[src/rtl/game_tick_pkg.sv]
// Shared types and constants for the game tick receiver.
package game_tick_pkg;

   typedef enum logic [1:0] {
      IDLE = 2'd0,
      REQ  = 2'd1,
      GAP  = 2'd2
   } state_t;

   localparam int unsigned MAX_PENDING = 3;

endpackage : game_tick_pkg

[src/rtl/pulse_edge_sync.sv]
// Three-flop synchronizer that flags every transition of an asynchronous input.
module pulse_edge_sync (
   input  logic clk,
   input  logic resetn,
   input  logic d,
   output logic edge_o
);

   logic s1;
   logic s2;
   logic s3;

   always_ff @(posedge clk or negedge resetn) begin
      if (!resetn) begin
         s1 <= 1'b0;
         s2 <= 1'b0;
         s3 <= 1'b0;
      end else begin
         s1 <= d;
         s2 <= s1;
         s3 <= s2;
      end
   end

   // Both edges count; s2/s3 are already metastability-clean.
   assign edge_o = s2 ^ s3;

endmodule : pulse_edge_sync

[src/rtl/game_tick_receiver.sv]
// Turns timebase transitions into divided game steps, queued and offered over req/ack.
module game_tick_receiver
   import game_tick_pkg::*;
#(
   parameter int unsigned TICK_W = 16,
   parameter int unsigned DIV_W  = 3
) (
   input  logic              clk,
   input  logic              resetn,
   input  logic              enable,
   input  logic              pulse_in,
   input  logic [DIV_W-1:0]  divide,
   input  logic              step_ack,
   output logic              step_req,
   output logic [TICK_W-1:0] tick_count,
   output logic [1:0]        pending,
   output logic              overrun
);

   logic             tick;
   logic             step_gen;
   logic             step_take;
   logic [DIV_W-1:0] div_cnt;
   state_t           state;

   pulse_edge_sync u_sync (
      .clk    (clk),
      .resetn (resetn),
      .d      (pulse_in),
      .edge_o (tick)
   );

   // A step is produced on a tick that completes the divide period; one is consumed leaving IDLE.
   always_comb begin
      step_gen  = 1'b0;
      step_take = 1'b0;
      if (enable) begin
         step_gen  = tick && (div_cnt >= divide);
         step_take = (state == IDLE) && (pending != 2'd0);
      end
   end

   // Tick counter and divider.
   always_ff @(posedge clk or negedge resetn) begin
      if (!resetn) begin
         tick_count <= '0;
         div_cnt    <= '0;
      end else if (!enable) begin
         tick_count <= '0;
         div_cnt    <= '0;
      end else if (tick) begin
         tick_count <= tick_count + TICK_W'(1);
         if (div_cnt >= divide) begin
            div_cnt <= '0;
         end else begin
            div_cnt <= div_cnt + DIV_W'(1);
         end
      end
   end

   // Saturating step queue; overrun is sticky until resetn and survives enable low.
   always_ff @(posedge clk or negedge resetn) begin
      if (!resetn) begin
         pending <= 2'd0;
         overrun <= 1'b0;
      end else if (!enable) begin
         pending <= 2'd0;
      end else begin
         unique case ({step_gen, step_take})
            2'b10: begin
               if (pending == 2'(MAX_PENDING)) begin
                  overrun <= 1'b1;
               end else begin
                  pending <= pending + 2'd1;
               end
            end
            2'b01:   pending <= pending - 2'd1;
            default: ;
         endcase
      end
   end

   // Handshake FSM; GAP enforces two low cycles between consecutive requests.
   always_ff @(posedge clk or negedge resetn) begin
      if (!resetn) begin
         state    <= IDLE;
         step_req <= 1'b0;
      end else if (!enable) begin
         state    <= IDLE;
         step_req <= 1'b0;
      end else begin
         unique case (state)
            IDLE: begin
               if (pending != 2'd0) begin
                  state    <= REQ;
                  step_req <= 1'b1;
               end
            end
            REQ: begin
               if (step_ack) begin
                  state    <= GAP;
                  step_req <= 1'b0;
               end
            end
            GAP: begin
               state    <= IDLE;
               step_req <= 1'b0;
            end
            default: begin
               state    <= IDLE;
               step_req <= 1'b0;
            end
         endcase
      end
   end

endmodule : game_tick_receiver

[config.mk]
export PLATFORM = sky130hd
export DESIGN_NAME = game_tick_receiver
export DESIGN_NICKNAME = d
export VERILOG_FILES = /design/src/rtl/game_tick_pkg.sv /design/src/rtl/pulse_edge_sync.sv /design/src/rtl/game_tick_receiver.sv
export SDC_FILE = /design/constraint.sdc
export NUM_CORES = 1
export LEC_CHECK = 0
export ABC_AREA = 1
export BUFFER_PORTS_ARGS = -buffer_cell sky130_fd_sc_hd__buf_2
export CORE_MARGIN = 2
export CORE_UTILIZATION = 58
export CTS_CLUSTER_SIZE = 14
export DETAILED_ROUTE_END_ITERATION = 10
export PLACE_DENSITY = 0.8
export SYNTH_ARGS = -nofsm -noshare
export SYNTH_HDL_FRONTEND = slang
export SYNTH_SLANG_ARGS = --single-unit
export TNS_END_PERCENT = 10
[constraint.sdc]
create_clock -name clk -period 3.4 [get_ports clk]
set_input_delay 0.34 -clock clk [delete_from_list [all_inputs] [get_ports clk]]
set_output_delay 0.34 -clock clk [all_outputs]
set_load 0.01 [all_outputs]
; Yosys cells after proc, flatten, opt, wreduce, memory -nomap -nowiden
; Cells that the tools add are included.
[word_totals]
register_bits = 28
latch_bits = 0
ramBits = 0
rom_bits = 0
in_bits = 8
output_inout_bits = 20
n_memories = 0
[op_classes]
addsub = 4
multipliers = 0
n_div = 0
n_lt_le_gt_ge = 1
eq_ne = 9
shifts = 0
muxes = 18
bitwise = 1
reduce_logical = 7
[ops]
columns = op, count
row1 = $mux 16, 2
row2 = $add 16x1->16 const B, 1
row3 = $mux 2, 5
row4 = $mux 3, 3
row5 = $pmux 2 s2, 2
row6 = $ne 3x3->1 const B, 2
row7 = $mux 1, 5
row8 = $eq 2x1->1 const B, 2
row9 = $eq 2x2->1 const B, 2
row10 = $reduce_and 2->1, 2
row11 = $add 3x1->3 const B, 1
row12 = $ge 3x3->1, 1
row13 = $ne 3x1->1 const B, 1
row14 = $ne 3x2->1 const B, 1
row15 = $reduce_and 3->1, 1
row16 = $add 2x1->2 const B, 1
row17 = $logic_and 1x1->1, 2
row18 = $logic_not 2->1, 1
row19 = $ne 2x1->1 const B, 1
row20 = $pmux 1 s2, 1
row21 = $reduce_bool 2->1, 1
row22 = $sub 2x1->2 const B, 1
row23 = $xor 1x1->1, 1

; Logic depth before layout (Yosys ltp)
; Gate-level depths: netlist of the first run.
[logic_depth]
word_depth = 6
depth_mapped = 12

; Modules after synthesis
; From an unflattened synthesis of the first run, not the netlist that was laid out.
[hier_totals]
cells_unflattened = 177
area_unflattened_um2 = 1457.6
[modules_own_cells]
columns = module, instances, cells_each, area_per_inst_um2, seq_area_each_um2
row1 = game_tick_receiver, 1, 169, 1363.8, 600.6
row2 = pulse_edge_sync, 1, 8, 93.8, 75.1

; Worst setup path before layout of the first run
; No wires, ideal clock.
[synth_timing]
path_type = flip-flop to flip-flop
startpoint = register div_cnt[2]
endpoint = register pending[1]
setup_ns = 0.117
arrival_time_ns = 1.333
required_ns = 3.283
slack_ns = 1.951
path_stages_with_launch = 10
path_buffers = 0
synth_period_minus_slack_ns = 1.449
path_cell_list = dfrtp_1 -> ha_1 -> a21oi_1 -> nand2_1 -> nand2_4 -> nor2_1 -> nand2_1 -> nand2_1 -> nand2_1 -> nand2_1
[synth_between]
elab_chain_len = 6
word_cells_on_any_way = 10
classes_between = 1 x order compare / 4 x eq/ne / 3 x mux / 2 x reduce/logical
[synth_lines]
columns = element, line_no
row1 = from (decl), game_tick_receiver.sv:23  ; logic [DIV_W-1:0] div_cnt;
row2 = from (signal assigned), game_tick_receiver.sv:56  ; div_cnt <= div_cnt + DIV_W'(1);
row3 = $ge 3x3->1 *, game_tick_receiver.sv:38  ; step_gen = tick && (div_cnt >= divide);
row4 = $logic_and 1x1->1 *, game_tick_receiver.sv:38
row5 = $mux 1 *, game_tick_receiver.sv:37  ; if (enable) begin
row6 = $eq 2x1->1 / $eq 2x2->1 (equally long branches), game_tick_receiver.sv:69  ; unique case ({step_gen, step_take})
row7 = "$pmux 2 s2, or another cell as far along", game_tick_receiver.sv:69
row8 = $mux 2 / $reduce_and 2->1 (equally long branches), -
row9 = to (signal assigned), game_tick_receiver.sv:74  ; pending <= pending + 2'd1;
row10 = to (signal assigned), game_tick_receiver.sv:77  ; 2'b01: pending <= pending - 2'd1;
row11 = to (decl), game_tick_receiver.sv:16  ; output logic [1:0] pending,
; Every way passes the cells marked *; elsewhere a longest branch is shown, timed or not.
; A chain may end at the register's enable or synchronous reset.

; Worst setup path after layout of the first run
; Same ends and word-level chain as after synthesis.

==> summary.txt, run 1 <==
Timing
  • Max Transition Viols Final: 0
  • Max_slew headroom: between 60% and 70%
  • RSZ-0062 raised after global routing: false
  • Actual slew at the worst max-slew pin: a little under 600 ps
  • Fmax: roughly 600 MHz
  • Post-layout min period: 1656 ps
  • Clock skew: between 8 and 9 ps
  • Setup TNS: 0 ps
  • Final setup fails: 0
  • PnR worst setup slack: around 1700 ps
  • Hold Fails Final Rpt: 4
  • Hold_ws: -2.816 ps
  • Period utilization: 48.69%

Global route
  • Total gr overflow: 0
  • First-pass GRT wire length: 4754 um
  • Total GRT Usage: 22.09%
  • Pin count of the biggest net entering global routing: 28
  • Initial antenna violation count: 0
  • Vias in the first global route: 1,146

Floorplanning
  • IO Count: 28
  • Placement row count: 18
  • Die Y: 54.73 um
  • Die area: 2995 um^2
  • Die W: about 55 um
  • Core area: 2455 um^2
  • Initial Util: 60.81%

Clock tree
  • Cts hold-fix bufs: 0
  • Post_cts resized: 0
  • Clock latency on the worst-skew pair: 320 ps
  • CTS Buffer Depth: 2
  • CTS tree: yes
  • CTS buffer count: 3
  • Clock sinks: 27
  • Reg clk slew, reported paths: 150 ps
  • Root Driver: clkbuf_4
  • Post-CTS Setup Inserts: 0
  • CTS H-Tree Depth: 1

Pwr
  • Psw: 0.0002184 W
  • Power per standard cell area: a little over 400 nW/um^2
  • Total Power: roughly 0.00067 W
  • P_leak: approximately 0.9 nW
  • Combinational share of power: 23.5%
  • Switching share of power: 32.42%
  • Clock power share: 20.6%
  • Register share of total power: 55.9%
  • Cell-internal power: 0.0004554 W
  • VDD IR max: 0.3194 mV

Critical path
  • Crit end category: flip-flop
  • Worst EP arrival: 1890 ps
  • CP Cell Sequence: ha_1 -> nand2_1 -> inv_1 -> nand2_1 -> nand2_1 -> nand2_4 -> a21oi_1 -> nand2_1 -> nand2_1 -> nand2_1
  • CP Launch Type: flip-flop
  • Worst Setup SP: div_cnt[2]$_DFFE_PN0P_
  • CP max FO: 4
  • Crit-path most repeated cell: nand2_1
  • Slowest CP cell: dfrtp_1
  • FF-to-FF setup slack: approximately 1700 ps
  • Req. time, crit path: approximately 3600 ps
  • Slowest cell delay on critical path: around 430 ps
  • RR Startpoint: div_cnt[2]$_DFFE_PN0P_
  • Crit Path Category: reg2reg

Place
  • PortBufs: 27
  • Setup WS pre-CTS: 1730 ps
  • GPL Wtd Cong: 0.8077
  • Post-DP HPWL: 2259 um

Logic synthesis
  • Seq/Total Area, Yosys: approximately 45%
  • Cells after Synth: 190
  • Ys Warns: 0
  • #FFs+latches synth: 27
  • Syn Nets: roughly 200
  • Netlist cell types: 24
  • Syn Area/Cell: approximately 8 um^2
  • Post-Syn Area: ~1500 um^2

Drt
  • DR vias: 1,323
  • DRT iter0 DRCs: 17
  • Initial DRT Pass Iterations: 4
  • Routed vias/inst: around 5.3
  • WL/cell: 11.88 um
  • Drc violations: 0
  • Routed Antenna Nets: 0
  • Post-Route WL: 2946 um

Outcome
  • Status: complete, but fails checks
  • Failing checks: hold timing

Finish
  • Area growth from synthesis to layout: 11.99%
  • Fin nets: 232
  • Diodes inserted: 0
  • Share of layout cells above drive strength 1: a little under 20%

Run
  • Max Cap Viol: 0

Min path
  • Worst hold path type: in2async
flip-flops by register name, indices dropped and copies added, names as in the netlist:
name and count:
div_cnt 3, u_sync.s1 1, u_sync.s3 1, state 2, tick_count 16, u_sync.s2 1, pending 2, overrun 1
path summary, 6_finish.rpt:
path                       depth (start not counted)                          to
max                                               10      pending[1]$_DFFE_PN0P_
min                                                1   tick_count[9]$_DFFE_PN0P_
max reg2reg                                       10      pending[1]$_DFFE_PN0P_
min reg2reg                                        0         u_sync.s2$_DFF_PN0_
max in group asynchronous                          1  tick_count[13]$_DFFE_PN0P_
min in group clk                                   1         u_sync.s1$_DFF_PN0_
Yosys cell counts:
cell type,instances,area (um^2)
nand2_1,41,153.9
inv_1,29,108.9
dfrtp_1,27,675.7
nor2_1,22,82.58
a21oi_1,14,70.07
nand3_1,11,55.05
o21ai_0,11,55.05
nand4_1,7,43.79
ha_1,5,62.56
nor3_1,4,20.02
nand2_2,3,18.77
buf_4,2,15.01
nand2_4,2,22.52
nor2_2,2,12.51
a21o_2,1,8.760
a22o_2,1,10.01
a31oi_1,1,6.260
buf_2,1,5.000
inv_4,1,6.260
nand3_2,1,10.01
nor2_8,1,20.02
nor3_4,1,16.27
o21a_1,1,7.510
o22ai_1,1,6.260
critical path, delay by kind of cell (launching register included):
| kind | cells | cell delay [ps] |
|---|---|---|
| flops | 1 | 430 |
| fa+ha+maj | 1 | 310 |
| buf+inv | 1 | 40 |
| compound gates | 1 | 230 |
| simple gates | 7 | 550 |
metrics by stage:
stage	cells	utilization, %	area [um^2]
after floorplan	190	-	1493
after global placement	244	67.02	1645
after detailed placement	244	67.02	1645
after CTS	248	68.09	1672
after global routing	248	68.09	1672
final	248	68.09	1672
cell usage in the layout (no fill, tap or decap), drive strengths merged:
cell,instances
nand2,46
inv,30
dfrtp,27
buf,27
nor2,25
a21oi,14
nand3,12
o21ai,11
nand4,7
ha,5
nor3,5
clkbuf,4
o22ai,1
a31oi,1
o21a,1
a21o,1
a22o,1
routing by layer:
layer  global-route usage, %  up-vias  share of wire (%)
li1                        -      675                  -
met1                   27.76      612                 45
met2                   38.49       34                 50
met3                   3.825        2                4.7
met4                   6.250        0               0.34
met5                       0        -                  0
kinds of logic (layout without fill, tap and decap cells):
logic type | Yosys count | after routing | share of synthesized area (%)
compound gates | 30 | 30 | 10.98
buf+inv | 33 | 61 | 9.052
simple gates | 95 | 95 | 30.51
flops | 27 | 27 | 45.26
fa+ha+maj | 5 | 5 | 4.191
layout make-up:
type | instances | area, um^2
Inverter | 30 | 115.1
Multi-Input combinational cell | 130 | 681.9
Tap cell | 30 | 37.54
Timing Repair Buffer | 27 | 135.1
Sequential cell | 27 | 675.6
Fill cell | 222 | 783.3
Clock buffer | 4 | 26.28
power by group through the flow:
stage,clock [W],combinational (W),sequential (W)
final,0.000139,0.000158,0.000377
after global routing,0.000157,0.000185,0.000379
after CTS,0.000145,0.000160,0.000375
after detailed placement,0,0.000160,0.000382
after global placement,0,0.000151,0.000378
after floorplan,0,0.0000990,0.000388
Note: power is estimated with default switching activity, not from simulation.
==> run 2, diff against run 1 <==
- CORE_UTILIZATION: 58 -> 54
- PLACE_DENSITY: 0.8 -> 0.75
- clock period: 3.4 -> 1.65 ns (I/O delays scaled with it)
==> summary.txt, run 2 (same netlist as run 1, synthesis figures left out) <==
Run
  • Max Cap Viol: 0 (unchanged)

Critical path
  • CP max FO: 4 (unchanged)
  • CP Cell Sequence: ha_4 -> nand2_1 -> inv_1 -> nand2_1 -> nand2_2 -> nand2_4 -> a21oi_2 -> nand2_1 -> nand2_1 -> nand2_1
  • WP depth: 10 (unchanged)
  • Worst EP arrival: 1770 ps (-120 ps)
  • Slowest CP cell: dfrtp_1
  • Crit-path most repeated cell: nand2_1
  • Slowest cell delay on critical path: 440 ps (about the same)
  • Crit Path Category: reg2reg
  • Largest delay share family, worst path: simple AND/OR/NAND/NOR gates
  • Crit end category: flip-flop
  • Crit path buf inv count: 1 (unchanged)
  • FF-to-FF path depth: 10 (unchanged)
  • Req. time, crit path: 1890 ps (-1740 ps)
  • CP Launch Type: flip-flop

Finish
  • Fin nets: 236 (+1.7%)
  • Commonest cells after routing, fill and taps aside: nand2_1, inv_1, dfrtp_1, buf_2, nor2_1
  • Diodes inserted: 0 (unchanged)
  • Most flops, register: tick_count
  • Most common cell after layout, fill and taps aside: nand2_1
  • Share of layout cells above drive strength 1: 23.42% (+3.7 points)
  • FILL cells: 238 (+7.2%)
  • Fin cells: 253 (+2.0%)
  • Largest registers: tick_count (16), div_cnt (3)
  • Max reg flops: 16 (unchanged)
  • Area growth from synthesis to layout: 16.35%
  • Final instance area: 1737 um^2 (+3.9%)

Pwr
  • P_leak: 0.9484 nW (+2.3%)
  • Switching share of power: 33.07% (+0.65 points)
  • Psw: 0.0004681 W (+110%)
  • Register share of total power: 54.7% (-1.2 points)
  • Combinational share of power: 25.0% (+1.5 points)
  • Power per standard cell area: 815.1 nW/um^2 (+100%)
  • VDD IR max: 0.7948 mV (+150%)
  • Clock power share: 20.3% (-0.3 points)
  • Cell-internal power: 0.0009475 W (+110%)

Global route
  • Initial antenna violation count: 0 (unchanged)
  • First-pass GRT wire length: 5457 um (+15%)
  • Vias in the first global route: 1,312 (+14%)
  • Total gr overflow: 0 (unchanged)
  • Total GRT Usage: 21.33% (-0.76 points)
  • Pin count of the biggest net entering global routing: 28 (unchanged)

Drt
  • Post-Route WL: 3167 um (+7.5%)
  • DR vias: 1,361 (+2.9%)
  • Routed vias/inst: 5.379 (+0.84%)
  • WL/cell: 12.52 um (+5.4%)
  • DRT iter0 DRCs: 28 (+11)
  • Routed Antenna Nets: 0 (unchanged)
  • Drc violations: 0 (unchanged)
  • Initial DRT Pass Iterations: 4 (unchanged)

Timing
  • Actual slew at the worst max-slew pin: 601.0 ps (+6.203 ps)
  • Final setup fails: 0 (unchanged)
  • PnR worst setup slack: 123.8 ps (-1621 ps)
  • Period utilization: 92.49% (+44 points)
  • Hold Fails Final Rpt: 0 (-4)
  • RSZ-0062 raised after global routing: false
  • Hold_ws: 29.25 ps (+32.07 ps)
  • Clock skew: 10.11 ps (+1.368 ps)
  • Fmax: 655.2 MHz (+8.5%)
  • Max_slew headroom: 59.93% (-0.41 points)
  • Setup TNS: 0 ps (unchanged)
  • Post-layout min period: 1526 ps (-129.3 ps)
  • Max Transition Viols Final: 0 (unchanged)

Place
  • Area post-placement: 1654 um^2 (+0.53%)
  • GPL Wtd Cong: 0.8199 (+1.5%)
  • Setup WS pre-CTS: 46.09 ps (-1684 ps)
  • Dpl cells: 246 (+0.82%)
  • Post-DP HPWL: 2333 um (+3.3%)
  • PortBufs: 27 (unchanged)

Min path
  • Hold Crit Depth: 2
  • Worst hold path type: in2reg

Floorplanning
  • Initial Util: 55.57% (-5.2 points)
  • Placement row count: 19 (+1)
  • Core area: 2686 um^2 (+9.4%)
  • IO Count: 28 (unchanged)
  • Die W: 56.58 um (+3.4%)
  • Die area: 3201 um^2 (+6.9%)
  • Die Y: 56.58 um (+3.4%)

Outcome
  • Status: finished clean

Clock tree
  • Reg clk slew, reported paths: 150 ps (about the same)
  • CTS tree: yes
  • CTS buffer count: 3 (unchanged)
  • CTS H-Tree Depth: 1 (unchanged)
  • Clock latency on the worst-skew pair: 330 ps (about the same)
  • Root Driver: clkbuf_4
  • CTS Buffer Depth: 2 (unchanged)
  • Clock sinks: 27 (unchanged)
run 2: cell count changes in the layout (fill, tap and decap cells not counted), moves of 2 or more:
cell,before,now
a21oi_2,0,2
nand2_1,41,39
a21oi_1,14,12
buf_4,0,2
dlygate4sd3_1,0,2
nand2_2,3,5
run 2: layer usage:
layer  up-vias  track usage, %  share of wire (%)
met4         0           6.803                1.6
met5         -               0                  0
li1        676               -                  -
met3         8           2.074                3.4
met2        36           38.04                 50
met1       641           26.99                 45
run 2: power groups by stage:
| stage | Combinational [W] | Sequential [W] | Clock (W) |
|---|---|---|---|
| finish | 0.000354 | 0.000774 | 0.000287 |
| global route | 0.000403 | 0.000784 | 0.000322 |
| CTS | 0.000338 | 0.000772 | 0.000302 |
| detailed placement | 0.000333 | 0.000785 | 0 |
| global placement | 0.000317 | 0.000780 | 0 |
| floorplan | 0.000204 | 0.000799 | 0 |
run 2: timing repair:
action	4_1_cts	5_1_grt
endpoints found under the setup margin	0	2
hold buffers	2	0
endpoints found under the hold margin	28	0
gates resized for setup	0	6
setup buffers	0	1
run 2: worst register-to-register path: stages, from the launching register on:
cell and delay [ps]:
dfrtp_1 440, ha_4 290, nand2_1 50, inv_1 40
nand2_1 70, nand2_2 90, nand2_4 70, a21oi_2 160
nand2_1 90, nand2_1 80, nand2_1 40
run 2: path summary, 6_finish.rpt:
check | start | slack [ps] | end
setup / recovery | div_cnt[2]$_DFFE_PN0P_ | 120 | pending[1]$_DFFE_PN0P_
setup reg to reg | div_cnt[2]$_DFFE_PN0P_ | 120 | pending[1]$_DFFE_PN0P_
max in group asynchronous | resetn | 900 | tick_count[13]$_DFFE_PN0P_
min in group asynchronous | resetn | 360 | tick_count[3]$_DFFE_PN0P_
hold / removal | step_ack | 30 | state[0]$_DFFE_PN0P_
hold reg to reg | u_sync.s1$_DFF_PN0_ | 380 | u_sync.s2$_DFF_PN0_
run 2: final cells by class:
cell class | count | area, um^2 | area share (%)
clock buffer | 3 | 22.52 | 1.297
clock inverter | 1 | 5.005 | 0.2882
inverter | 30 | 115.1 | 6.628
multi-input combinational | 130 | 709.4 | 40.85
sequential | 27 | 675.6 | 38.90
tap | 31 | 38.79 | 2.233
timing repair buffer | 31 | 170.2 | 9.798
run 2: through the flow:
step / utilization [%] / total power, W
finish: 64.65 / 0.001416
global route: 64.65 / 0.001509
CTS: 63.34 / 0.001411
detailed placement: 61.57 / 0.001119
global placement: 61.57 / 0.001097
floorplan: - / 0.001003
